File: src/rtl/dm_access_arbiter.sv
// Data-memory arbiter: CPU M-stage port (C) vs word-only loader/DMA port (D).
// Optional write trace compiled in with `define DM_ARB_TRACE_EN.
module dm_access_arbiter #(
  parameter int DEPTH_WORDS = 3072,
  parameter int MAX_WAIT    = 4
) (
  input  logic                           clk,
  input  logic                           reset,
  input  logic                           c_req,
  input  logic                           c_we,
  input  logic [2:0]                     c_op,
  input  logic [31:0]                    c_addr,
  input  logic [31:0]                    c_wdata,
  input  logic [31:0]                    c_pc,
  output logic                           c_ready,
  output logic                           c_stall,
  output logic                           c_rvalid,
  output logic [31:0]                    c_rdata,
  output logic                           c_err,
  input  logic                           d_req,
  input  logic                           d_we,
  input  logic [31:0]                    d_addr,
  input  logic [31:0]                    d_wdata,
  output logic                           d_ready,
  output logic                           d_rvalid,
  output logic [31:0]                    d_rdata,
  output logic                           d_err,
  output logic                           m_en,
  output logic                           m_we,
  output logic [3:0]                     m_be,
  output logic [$clog2(DEPTH_WORDS)-1:0] m_addr,
  output logic [31:0]                    m_wdata,
  input  logic [31:0]                    m_rdata
);

  localparam int AW  = $clog2(DEPTH_WORDS);
  localparam int WCW = $clog2(MAX_WAIT + 1);
  localparam logic [WCW-1:0] WAIT_SAT = WCW'(MAX_WAIT);

  // Access size codes (low two bits of c_op; bit 2 marks a load)
  localparam logic [1:0] SZ_W = 2'b00;
  localparam logic [1:0] SZ_H = 2'b01;
  localparam logic [1:0] SZ_B = 2'b10;

  function automatic logic misaligned(input logic [1:0] sz, input logic [1:0] lane);
    case (sz)
      SZ_W:    misaligned = (lane != 2'b00);
      SZ_H:    misaligned = lane[0];
      default: misaligned = 1'b0;
    endcase
  endfunction

  function automatic logic out_of_range(input logic [29:0] word_idx);
    out_of_range = (word_idx >= 30'(DEPTH_WORDS));
  endfunction

  function automatic logic [3:0] byte_en(input logic [1:0] sz, input logic [1:0] lane);
    case (sz)
      SZ_W:    byte_en = 4'b1111;
      SZ_H:    byte_en = lane[1] ? 4'b1100 : 4'b0011;
      SZ_B:    byte_en = 4'b0001 << lane;
      default: byte_en = 4'b0000;
    endcase
  endfunction

  function automatic logic [31:0] lane_rep(input logic [1:0] sz, input logic [31:0] w);
    case (sz)
      SZ_H:    lane_rep = {w[15:0], w[15:0]};
      SZ_B:    lane_rep = {4{w[7:0]}};
      default: lane_rep = w;
    endcase
  endfunction

  function automatic logic [31:0] load_ext(input logic [1:0] sz, input logic [1:0] lane,
                                           input logic [31:0] w);
    logic signed [15:0] h;
    logic signed [7:0]  b;
    logic signed [31:0] r;
    h = lane[1] ? w[31:16] : w[15:0];
    b = w[8*lane +: 8];
    case (sz)
      SZ_H:    r = h;
      SZ_B:    r = b;
      default: r = w;
    endcase
    load_ext = r;
  endfunction

  // ---- p0: request decode, grant and memory drive (combinational) ----
  logic [WCW-1:0] wait_cnt;
  logic           grant_c, grant_d;
  logic           c_bad_p0, d_bad_p0;
  logic           vld_p0, err_p0, we_p0;
  logic [1:0]     sz_p0;
  logic [31:0]    addr_p0, wdata_p0;

  assign grant_d = ~reset & d_req & (~c_req | (wait_cnt == WAIT_SAT));
  assign grant_c = ~reset & c_req & ~grant_d;
  assign c_ready = grant_c;
  assign d_ready = grant_d;
  assign c_stall = ~reset & c_req & ~c_ready;

  // A load op must come with c_we low and a store op with c_we high
  assign c_bad_p0 = (c_op[1:0] == 2'b11) | (c_op[2] == c_we) |
                    misaligned(c_op[1:0], c_addr[1:0]) | out_of_range(c_addr[31:2]);
  assign d_bad_p0 = (d_addr[1:0] != 2'b00) | out_of_range(d_addr[31:2]);

  assign vld_p0   = c_ready | d_ready;
  assign err_p0   = d_ready ? d_bad_p0 : c_bad_p0;
  assign we_p0    = d_ready ? d_we     : c_we;
  assign sz_p0    = d_ready ? SZ_W     : c_op[1:0];
  assign addr_p0  = d_ready ? d_addr   : c_addr;
  assign wdata_p0 = d_ready ? d_wdata  : c_wdata;

  assign m_en    = vld_p0 & ~err_p0;
  assign m_we    = m_en & we_p0;
  assign m_be    = m_en ? byte_en(sz_p0, addr_p0[1:0]) : 4'b0000;
  assign m_addr  = m_en ? addr_p0[AW+1:2] : '0;
  assign m_wdata = m_we ? lane_rep(sz_p0, wdata_p0) : 32'h0;

  always_ff @(posedge clk) begin
    if (reset || !d_req || d_ready) wait_cnt <= '0;
    else if (wait_cnt != WAIT_SAT)  wait_cnt <= wait_cnt + WCW'(1);
  end

  // ---- p1: pending response, one cycle after accept ----
  logic       vld_p1, port_d_p1, err_p1, rd_p1;
  logic [1:0] sz_p1, lane_p1;

  always_ff @(posedge clk) begin
    if (reset) vld_p1 <= 1'b0;
    else       vld_p1 <= vld_p0;
  end

  always_ff @(posedge clk) begin
    if (vld_p0) begin
      port_d_p1 <= d_ready;
      err_p1    <= err_p0;
      rd_p1     <= ~we_p0;
      sz_p1     <= sz_p0;
      lane_p1   <= addr_p0[1:0];
    end
  end

  // Gating with reset drops a response that falls due while reset is held
  logic rsp_p1;
  assign rsp_p1   = vld_p1 & ~reset;
  assign c_rvalid = rsp_p1 & ~port_d_p1;
  assign d_rvalid = rsp_p1 & port_d_p1;
  assign c_err    = c_rvalid & err_p1;
  assign d_err    = d_rvalid & err_p1;
  assign c_rdata  = (c_rvalid & ~err_p1 & rd_p1) ? load_ext(sz_p1, lane_p1, m_rdata) : 32'h0;
  assign d_rdata  = (d_rvalid & ~err_p1 & rd_p1) ? m_rdata : 32'h0;

  logic unused_pc;
  assign unused_pc = ^c_pc;

`ifdef DM_ARB_TRACE_EN
  always_ff @(posedge clk) begin
    if (m_we)
      $display("%d@%h: *%h <= %h", $time, d_ready ? 32'h0 : c_pc, {addr_p0[31:2], 2'b00},
               m_wdata & {{8{m_be[3]}}, {8{m_be[2]}}, {8{m_be[1]}}, {8{m_be[0]}}});
  end
`endif

endmodule

File: config.mk
export PLATFORM = sky130hd
export DESIGN_NAME = dm_access_arbiter
export DESIGN_NICKNAME = d
export VERILOG_FILES = /design/src/rtl/dm_access_arbiter.sv
export SDC_FILE = /design/constraint.sdc
export NUM_CORES = 1
export LEC_CHECK = 0
export ABC_AREA = 1
export BUFFER_PORTS_ARGS = -buffer_cell sky130_fd_sc_hd__buf_2
export CAP_MARGIN = 20
export CORE_AREA = 4 4 122 124
export DETAILED_ROUTE_END_ITERATION = 10
export DIE_AREA = 0 0 126 128
export PLACE_DENSITY = 0.66
export SLEW_MARGIN = 20
export SYNTH_ARGS = -nofsm -noshare
export SYNTH_HDL_FRONTEND = slang
export SYNTH_SLANG_ARGS = --single-unit
export TNS_END_PERCENT = 10
File: constraint.sdc
create_clock -name clk -period 5.2 [get_ports clk]
set_input_delay 0.26 -clock clk [delete_from_list [all_inputs] [get_ports clk]]
set_output_delay 0.26 -clock clk [all_outputs]
set_load 0.01 [all_outputs]
* Word level (Yosys, flattened, before mapping)
Index checks and enable logic that the tools add are counted.
Word-level totals: bits in registers 11, input bits 201, output and inout bits 121, logic and storage cells 74
Cells by class: add/sub/neg operators 1, order comparisons 2, equal/unequal tests 9, shifts and indexed selects 2, muxes and demuxes 16, bitwise logic cells 30, reductions and logical operators 7
Operator list (count):
- $mux 32 | 4
- $pmux 32 s2 | 2
- $ge 30x12->1 const B | 2
- $shiftx 32x6->8 | 1
- $and 1x1->1 | 16
- $mux 16 | 1
- $mux 14 | 1
- $mux 12 | 1
- $pmux 4 s3 | 1
- $mux 4 | 2
- $not 1->1 | 8
- $eq 2x1->1 const B | 3
- $eq 2x2->1 const B | 3
- $or 1x1->1 | 6
- $logic_not 2->1 | 2
- $reduce_bool 2->1 | 2
- $shl 1x2->4 const A | 1
- $add 3x1->3 const B | 1
- $eq 3x3->1 const B | 1
- $ne 3x3->1 const B | 1
- $logic_or 1x1->1 | 2
- $mux 1 | 2
- $mux 2 | 1
- $pmux 1 s2 | 1
- other kinds (2) | 2

* Longest topological paths before layout
Gate-level depths: netlist of run 1.
depth after elaboration 9, gate-level depth with buffers 17, gate-level depth less buffers 14

* Worst setup path before layout of run 1
No wires, ideal clock.
path kind register -> output, start point register wait_cnt[0], end point output port m_wdata[22], arrival time 2.750 ns, required time 4.940 ns, slack 2.190 ns, stages on the path, launching flop included 18, path buffers 3, cells stage by stage dfxtp_1 -> inv_1 -> ha_1 -> nand2_1 -> nand2_2 -> nand2_4 -> inv_1 -> buf_2 -> nor2_1 -> inv_1 -> ha_1 -> clkbuf_1 -> inv_1 -> buf_1 -> o21ai_0 -> o22ai_1 -> inv_1 -> nor2_1
Between the ends: elaborated cells on any way between the ends 17, those cells by class 3 x eq/ne; 6 x mux; 8 x bitwise
RTL lines:
- from (decl) | RTL line 90 | logic [WCW-1:0] wait_cnt;
- from (signal assigned) | RTL line 123 | else if (wait_cnt != WAIT_SAT) wait_cnt <= wait_cnt + WCW'(1);
- $eq 3x3->1 (*) | RTL line 97 | assign grant_d = ~reset & d_req & (~c_req | (wait_cnt == WAIT_SAT));
- $or 1x1->1 (*) | RTL line 97
- $and 1x1->1 (*) | RTL line 97
- named net d_ready | RTL line 24 | output logic d_ready,
- $mux 2 (*) | RTL line 111 | assign sz_p0 = d_ready ? SZ_W : c_op[1:0];
- named net sz_p0[0] | RTL line 94 | logic [1:0] sz_p0;
- $eq 2x2->1 / $eq 2x1->1 (equally long branches) | RTL line 67 | case (sz)
- $pmux 32 s2 (*) | RTL line 67
- $mux 32 (*) | RTL line 119 | assign m_wdata = m_we ? lane_rep(sz_p0, wdata_p0) : 32'h0;
- to (decl) | RTL line 32 | output logic [31:0] m_wdata,
Mark *: on every way through the listed nets, which the timed path passes. The rest lies on a longest branch.

* Final worst setup path of run 1
start point register wait_cnt[0], end point output port m_wdata[19]
Between the ends: elaborated cells on any way between the ends 17, those cells by class 3 x eq/ne; 6 x mux; 8 x bitwise
RTL lines (RTL line):
- $eq 3x3->1 (*) | 97
- $or 1x1->1 (*) | 97
- $and 1x1->1 (*) | 97
- $mux 2 (*) | 111
- named net sz_p0[0] | 94
- $eq 2x2->1 / $eq 2x1->1 (equally long branches) | 67
- $pmux 32 s2 (*) | 67
- $mux 32 (*) | 119
Marks and branches as above.

==> impl_table.tex, run 1 <==
\begin{tabular}{lr}
\hline
Metric & Value \\
\hline
\multicolumn{2}{l}{\textbf{Synth}} \\
Synthesized instance count & between 500 and 600 \\
Number of synthesized register bits & 11 \\
Total standard cell area after synthesis & slightly below 0.003 mm2 \\
Distinct cells, synth & 28 \\
Syn Nets & 808 \\
Post-Syn Area per Cell & $\sim$4.9 um2 \\
Yosys warns & 0 \\
Share of the yosys chip area belonging to registers & $\sim$9.8\% \\
\multicolumn{2}{l}{\textbf{Detailed routing}} \\
Routed via count divided by cell count & roughly 4.5 \\
Total via count in the routed design & about 4700 \\
Number of search-and-repair iterations in the first detailed-routing pass & 4 \\
Drt wl/cell & 13.5 um \\
Number of DRC markers after the initial detailed-route iteration & 244 \\
Number of antenna-violating nets in the routed design & 0 \\
Total routed wirelength & around 14 mm \\
DRC viols & 0 \\
\multicolumn{2}{l}{\textbf{Setup path}} \\
Cell breakdown of the critical path & inv\_1, ha\_1, nand2\_1, nand2\_2, nand2\_4, inv\_1, nor2\_1, inv\_1, ha\_1, o21ai\_1, o22ai\_1, inv\_1, nor2\_1, buf\_2 \\
R2R setup slack & approximately 2.7 ns \\
Delay contributed by the slowest stage of the critical path & 0.68 ns \\
Most repeated library cell on the critical path & inv\_1 \\
Maximum fanout along the worst path & 18 \\
Class of the most critical setup path & reg -> out \\
Reg2reg end & err\_p1\$\_DFFE\_PP\_ \\
Logic depth of the worst path, buffers included & 14 \\
Critical path required time & around 5 ns \\
Worst Setup SP & wait\_cnt[0]\$\_SDFFE\_PP0N\_ \\
Crit. End Element & output port \\
Worst reg2reg startpoint & wait\_cnt[0]\$\_SDFFE\_PP0N\_ \\
Count of buffering cells on the critical path with inverters included & 5 \\
Top Family by Delay on Critical Path & simple AND/OR/NAND/NOR gates \\
Arrival time of the worst setup path & 3.55 ns \\
Startpoint Class & flip-flop \\
Slowest CP cell & ha\_1 \\
Capturing element of the worst setup path & m\_wdata[19] \\
Length in cells of the worst reg-to-reg path & 11 \\
\multicolumn{2}{l}{\textbf{Placed design}} \\
Total of buffers placed on input and output ports & just under 300 \\
Routability congestion estimate from global placement & roughly 0.87 \\
Total cell area at the placement stage & 0.00449 mm2 \\
Dpl hpwl & 12.0 mm \\
\multicolumn{2}{l}{\textbf{Outcome}} \\
Run status & finished, final reports clean \\
\multicolumn{2}{l}{\textbf{Global routing}} \\
First-pass GRT wire length & approximately 21 mm \\
Total global routing track utilization & 15.9\% \\
Overflow left after global routing & 0 \\
Largest net degree at the start of global routing & 52 \\
Number of antenna violations at the first check in global routing & 0 \\
Vias in the first global route & between 4000 and 5000 \\
\multicolumn{2}{l}{\textbf{Worst hold path}} \\
Hold path start & d\_req \\
Worst hold path depth & 3 \\
Hold crit path type & in -> reg \\
\multicolumn{2}{l}{\textbf{Timing}} \\
Period minus WS final & between 3 and 4 ns \\
Worst hold slack & roughly 0.28 ns \\
RSZ-0062 raised after global routing & false \\
Relative slew margins & between 30\% and 40\% \\
Post-Route Skew & around 0.00028 ns \\
Highest achievable clock rate & around 0.26 GHz \\
Count of endpoints failing setup in the final report & 0 \\
Final Hold Vio Count & 0 \\
Final-layout setup total negative slack & 0 ns \\
Final period utilization & between 70\% and 80\% \\
Worst slew pin tran & about 1.0 ns \\
Max-slew violation count & 0 \\
\multicolumn{2}{l}{\textbf{Layout}} \\
Net count of the finished layout & about 1100 \\
Fraction of final layout cells with drive strength greater than 1 & between 30\% and 40\% \\
Area growth from synthesis to layout & 55.0\% \\
Most common library cell in the layout ignoring fill and taps & buf\_2 \\
Most frequent cells in the layout & buf\_2, nor2\_1, nand2\_1, inv\_1, a21oi\_1 \\
Final antenna diode count & 0 \\
Post-route cell area & approximately 0.0046 mm2 \\
\multicolumn{2}{l}{\textbf{CTS}} \\
Clock tree from TritonCTS & built \\
H-Tree Level Count & 1 \\
Number of buffers added to fix hold violations after cts & 0 \\
Clock network latency to the later pin of the worst-skew pair & about 0.23 ns \\
Clock buffers created by TritonCTS & 3 \\
Cts repair resizes & 0 \\
Clock-pin slew on the worst setup and hold paths & 0.04 ns \\
Buffers inserted by post-CTS timing repair & 0 \\
Clk sinks & 11 \\
Cell at the root of the clock tree & clkbuf\_16 \\
Maximum clock insertion buffer count & 2 \\
\multicolumn{2}{l}{\textbf{Pwr}} \\
Leakage & approximately 3 nW \\
Pwr per Cell Area & 109 mW/mm2 \\
Worst supply voltage drop on vdd & slightly below 0.00008 V \\
\multicolumn{2}{l}{\textbf{Die}} \\
Placeable core area & 0.0138 mm2 \\
Die span in x & approximately 130 um \\
Vert. Die Dim & 128 um \\
Area of the die & between 0.015 and 0.02 mm2 \\
Number of top-level pins & around 320 \\
Effective utilization at floorplan & between 20\% and 30\% \\
Row cnt & 43 \\
\multicolumn{2}{l}{\textbf{Run}} \\
Number of maximum-capacitance violations & 0 \\
\hline
\end{tabular}
## worst min path at each step
| stage | endpoint | slack [ns] |
|---|---|---|
| final | vld_p1$_SDFF_PP0_ | 0.28 |
| after global routing | vld_p1$_SDFF_PP0_ | 0.31 |
| after CTS | vld_p1$_SDFF_PP0_ | 0.28 |
| after detailed placement | wait_cnt[0]$_SDFFE_PP0N_ | 0.44 |
| after global placement | wait_cnt[0]$_SDFFE_PP0N_ | 0.43 |
| after floorplan | vld_p1$_SDFF_PP0_ | 0.40 |
## per-stage QoR
| step | instances | total power [mW] | setup WS, ns | utilization [%] |
|---|---|---|---|---|
| floorplan | 599 | 0.251 | 2.19 | - |
| global placement | 1039 | 0.360 | 1.62 | 32.6 |
| detailed placement | 1039 | 0.361 | 1.61 | 32.6 |
| CTS | 1043 | 0.503 | 1.35 | 33.2 |
| global route | 1043 | 0.543 | 0.935 | 33.2 |
| finish | 1043 | 0.498 | 1.39 | 33.2 |
## where the power goes
part | internal [mW] | leakage, nW | switching (mW)
combinational | 0.0996 | 2.86 | 0.154
sequential | 0.0992 | 0.100 | 0.00748
clock | 0.103 | 0.0382 | 0.0344
## layer usage
metal	part of all wire (%)	global-route usage [%]	vias to the layer above
li1	-	-	2405
met1	38	18.4	2057
met5	0	0	-
met3	9.6	2.88	12
met4	1.4	3.53	0
met2	51	30.3	224
## tightest hold or removal path: stages
cell and delay, ns:
buf_2 0.08, nand2_1 0.08, nand2_1 0.06
## cell families after synthesis
| group | count (synthesis) | share of synthesized area (%) |
|---|---|---|
| xor gates and xnor gates | 1 | 0.297 |
| AOI/OAI and AO/OA | 126 | 22.2 |
| buffers and inverters | 139 | 18.8 |
| adders and majority gates | 8 | 3.39 |
| DFF | 11 | 9.84 |
| and+or+nand+nor | 314 | 45.5 |
## state kept, by name, indices dropped and copies added (netlist names)
signal and flops:
port_d_p1 1, err_p1 1, rd_p1 1, sz_p1 2
lane_p1 2, wait_cnt 3, vld_p1 1
## layout make-up
class	count	area, um2
tap	180	225
sequential	11	290
timing repair buffer	292	1470
multi-input combinational	449	2110
fill	1622	9200
inverter	107	402
clock buffer	4	78.8
## Yosys cell counts
cell type	instances	share of area, %
o211ai_1	1	0.25
nand2_4	1	0.38
buf_6	2	0.76
nand2_1	122	16
nor3_1	2	0.34
o21ai_0	44	7.5
dfxtp_1	4	2.7
nand3_4	1	0.59
nor2_1	127	16
o22ai_1	8	1.7
nand3b_2	1	0.38
nand2_2	4	0.85
nand3_1	34	5.8
nor2_4	3	1.1
ha_1	8	3.4
o21ai_1	2	0.34
nor4_1	1	0.21
nand3b_1	8	2.0
nand4_1	10	2.1
buf_1	3	0.38
o21ai_4	1	0.55
a21oi_1	70	12
clkbuf_1	16	2.0
edfxtp_1	7	7.1
inv_1	107	14
buf_4	1	0.25
buf_2	10	1.7
xnor2_1	1	0.30
(Power assumes the default switching activity.)
==> run 2: changes to the inputs <==
--- a/config.mk
+++ b/config.mk
@@ -5,13 +5,13 @@
 export SDC_FILE = /design/constraint.sdc
 export NUM_CORES = 1
 export LEC_CHECK = 0
-export ABC_AREA = 1
+export ABC_AREA = 0
 export BUFFER_PORTS_ARGS = -buffer_cell sky130_fd_sc_hd__buf_2
 export CAP_MARGIN = 20
 export CORE_AREA = 4 4 122 124
 export DETAILED_ROUTE_END_ITERATION = 10
 export DIE_AREA = 0 0 126 128
-export PLACE_DENSITY = 0.66
+export PLACE_DENSITY = 0.68
 export SLEW_MARGIN = 20
 export SYNTH_ARGS = -nofsm -noshare
 export SYNTH_HDL_FRONTEND = slang
==> constraint.sdc (replaced) <==
create_clock -name clk -period 3.5 [get_ports clk]
set_input_delay 0.175 -clock clk [delete_from_list [all_inputs] [get_ports clk]]
set_output_delay 0.175 -clock clk [all_outputs]
set_load 0.01 [all_outputs]
==> run 2 against run 1 <==
  * Via count decreased by 13%
  * Core utilization down 0.26 points
  * Worst hold slack lost 0.048 ns
  * Register-to-register slack worse by 1.6 ns
  * Clock skew is 0.0017 ns higher
  * Largest power group unchanged
  * Sequential cell count unchanged
  * Critical path depth fell by 4
  * Worst setup slack worse by 1.1 ns
  * Sequential power up 40%
==> impl_table.tex, run 2 <==
\begin{tabular}{lr}
\hline
Metric & Value \\
\hline
\multicolumn{2}{l}{\textbf{CTS}} \\
Maximum clock insertion buffer count & 2 \\
Cell at the root of the clock tree & clkbuf\_16 \\
Buffers inserted by post-CTS timing repair & 0 \\
Clock network latency to the later pin of the worst-skew pair & between 0.2 and 0.25 ns \\
Clock buffers created by TritonCTS & 3 \\
H-Tree Level Count & 1 \\
Clock-pin slew on the worst setup and hold paths & about 0.04 ns \\
Clock tree from TritonCTS & built \\
Clk sinks & 11 \\
\multicolumn{2}{l}{\textbf{Timing}} \\
Final Hold Vio Count & 0 \\
Max-slew violation count & 0 \\
Worst path setup slack after routing & 0.256 ns \\
RSZ-0062 raised after global routing & false \\
Highest achievable clock rate & just over 0.3 GHz \\
Count of endpoints failing setup in the final report & 0 \\
Post-Route Skew & about 0.0020 ns \\
Worst slew pin tran & around 0.85 ns \\
Worst hold slack & 0.231 ns \\
Period minus WS final & 3.24 ns \\
Final-layout setup total negative slack & 0 ns \\
Relative slew margins & a little over two fifths \\
Final period utilization & between 90\% and 100\% \\
\multicolumn{2}{l}{\textbf{Die}} \\
Die span in x & $\sim$130 um \\
Area of the die & about 0.016 mm2 \\
Vert. Die Dim & 128 um \\
Effective utilization at floorplan & a little over a fifth \\
Placeable core area & $\sim$0.014 mm2 \\
Number of top-level pins & around 320 \\
Row cnt & between 40 and 50 \\
\multicolumn{2}{l}{\textbf{Detailed routing}} \\
Total via count in the routed design & between 4000 and 5000 \\
DRC viols & 0 \\
Drt wl/cell & 15.9 um \\
Number of search-and-repair iterations in the first detailed-routing pass & 4 \\
Total routed wirelength & 13.6 mm \\
Number of antenna-violating nets in the routed design & 0 \\
Routed via count divided by cell count & around 4.8 \\
Number of DRC markers after the initial detailed-route iteration & between 100 and 150 \\
\multicolumn{2}{l}{\textbf{Synth}} \\
Post-Syn Area per Cell & roughly 7.1 um2 \\
Area fraction of the dominant cell type after synthesis & between 10 and 15\% \\
Cell with the most instances after synthesis & inv\_1 \\
Total standard cell area after synthesis & 0.00287 mm2 \\
Number of synthesized register bits & 11 \\
Fraction of synthesis flops using an asynchronous set or reset pin & 0\% \\
Distinct cells, synth & 48 \\
Share of the yosys chip area belonging to registers & around 10\% \\
Number of enable-type register cells in the synthesized netlist & 7 \\
Largest cells by area after synthesis & mux2i\_1, and2\_1, edfxtp\_1 \\
Yosys warns & 0 \\
Syn Nets & between 600 and 700 \\
Library cell with the largest summed area after synthesis & mux2i\_1 \\
Synthesized instance count & 404 \\
Ranking of synthesized cells by instance count & inv\_1, nor3\_1, mux2i\_1, nand2\_1 \\
Commonest register cell after synthesis & edfxtp\_1 \\
\multicolumn{2}{l}{\textbf{Global routing}} \\
First-pass GRT wire length & about 20 mm \\
GRT Max-Usage Layer & met2 \\
Number of antenna violations at the first check in global routing & 0 \\
M1 GR Usage & between 15 and 20\% \\
Met3 track utilization from global routing & between 2 and 3\% \\
Overflow left after global routing & 0 \\
Largest net degree at the start of global routing & 40 \\
Vias in the first global route & between 3000 and 4000 \\
Total global routing track utilization & 15.0\% \\
Met2 GRT Util & 29.7\% \\
\multicolumn{2}{l}{\textbf{Outcome}} \\
Run status & finished, final reports clean \\
\multicolumn{2}{l}{\textbf{Placed design}} \\
Worst slack after detailed placement & between 0.3 and 0.4 ns \\
Routability congestion estimate from global placement & slightly above 0.9 \\
Total of buffers placed on input and output ports & around 290 \\
Dpl hpwl & 11.6 mm \\
Placed cell count & between 800 and 900 \\
Total cell area at the placement stage & 0.00443 mm2 \\
\multicolumn{2}{l}{\textbf{Pwr}} \\
Worst supply voltage drop on vdd & around 0.00010 V \\
Pwr per Cell Area & $\sim$170 mW/mm2 \\
Leakage & between 2 and 2.5 nW \\
\multicolumn{2}{l}{\textbf{Worst hold path}} \\
Hold crit path type & in -> reg \\
Hold path start & d\_req \\
\multicolumn{2}{l}{\textbf{Layout}} \\
Net count of the finished layout & a little under 900 \\
Top Registers & wait\_cnt x3, lane\_p1 x2, sz\_p1 x2 \\
Area growth from synthesis to layout & 57.9\% \\
Fraction of final layout cells with drive strength greater than 1 & 49.0\% \\
Post-route cell area & 0.00453 mm2 \\
Non-filler instance count after layout & around 850 \\
Most common library cell in the layout ignoring fill and taps & buf\_2 \\
Register with the highest flop count & wait\_cnt \\
Number of flip-flops under the largest register name & 3 \\
Most frequent cells in the layout & buf\_2, inv\_1, nor3\_1, nand2\_1, mux2i\_1 \\
\multicolumn{2}{l}{\textbf{Setup path}} \\
Class of the most critical setup path & reg -> out \\
Critical path required time & $\sim$3.3 ns \\
Worst reg2reg startpoint & wait\_cnt[0]\$\_SDFFE\_PP0N\_ \\
Startpoint Class & flip-flop \\
Crit. End Element & output port \\
Worst Setup SP & wait\_cnt[0]\$\_SDFFE\_PP0N\_ \\
Arrival time of the worst setup path & between 3 and 4 ns \\
Maximum fanout along the worst path & 16 \\
\multicolumn{2}{l}{\textbf{Run}} \\
Number of maximum-capacitance violations & 0 \\
\hline
\end{tabular}
## run 2: area by class of cell
type	count	area, um2
clock buffers	3	75.1
inverters	45	176
clock inverters	1	5.00
fillers	1510	9240
well taps	180	225
repair buffers	296	1500
multi-input cells	314	2260
flip-flops and latches	11	290
diodes	1	2.50
## run 2: report_power, final
group / internal, mW / switching [mW] / leakage [nW]
registers: 0.146 / 0.00398 / 0.101
logic: 0.168 / 0.229 / 2.28
clock network: 0.151 / 0.0539 / 0.0409
total: 0.465 / 0.287 / 2.42
## run 2: logic make-up after synthesis
family                     after synthesis  synth area share [%]
xor gates and xnor gates                 1                 0.305
muxes                                   40                  14.5
AOI/OAI and AO/OA                      115                  31.8
buffers and inverters                   80                  12.3
and+or+nand+nor                        149                  27.5
adders and majority gates                8                  3.49
DFF                                     11                  10.1
## run 2: worst paths after layout
path | to | slack (ns) | cells after the start
hold reg to reg | wait_cnt[0]$_SDFFE_PP0N_ | 0.45 | 1
hold / removal | wait_cnt[2]$_SDFFE_PP0N_ | 0.23 | 3
setup reg to reg | err_p1$_DFFE_PP_ | 1.16 | 7
setup / recovery | m_wdata[22] | 0.26 | 10
## run 2: critical path, stage by stage (launching register included)
cell and delay, ns:
dfxtp_1 0.34, inv_1 0.05, ha_1 0.20, nand2_1 0.09
a21o_2 0.28, nand2_1 0.14, ha_1 0.64, o21ai_1 0.38
o22a_1 0.30, nor3_1 0.21, buf_2 0.19
## run 2: per-layer routing
metal,part of all wire (%),up-vias
li1,-,2024
met1,36,1833
met2,52,229
met3,9.8,12
met4,1.6,0
met5,0,-
## run 2: timing repair
| item | CTS | global route |
|---|---|---|
| setup endpoints to repair | 0 | 15 |
| hold buffers | 0 | 0 |
| gates resized for setup | 0 | 2 |
## run 2: stage by stage
step | utilization [%] | power [mW]
after floorplan | - | 0.375
after global placement | 32.2 | 0.543
after detailed placement | 32.2 | 0.546
after CTS | 32.7 | 0.757
after global routing | 32.9 | 0.806
final | 32.9 | 0.752
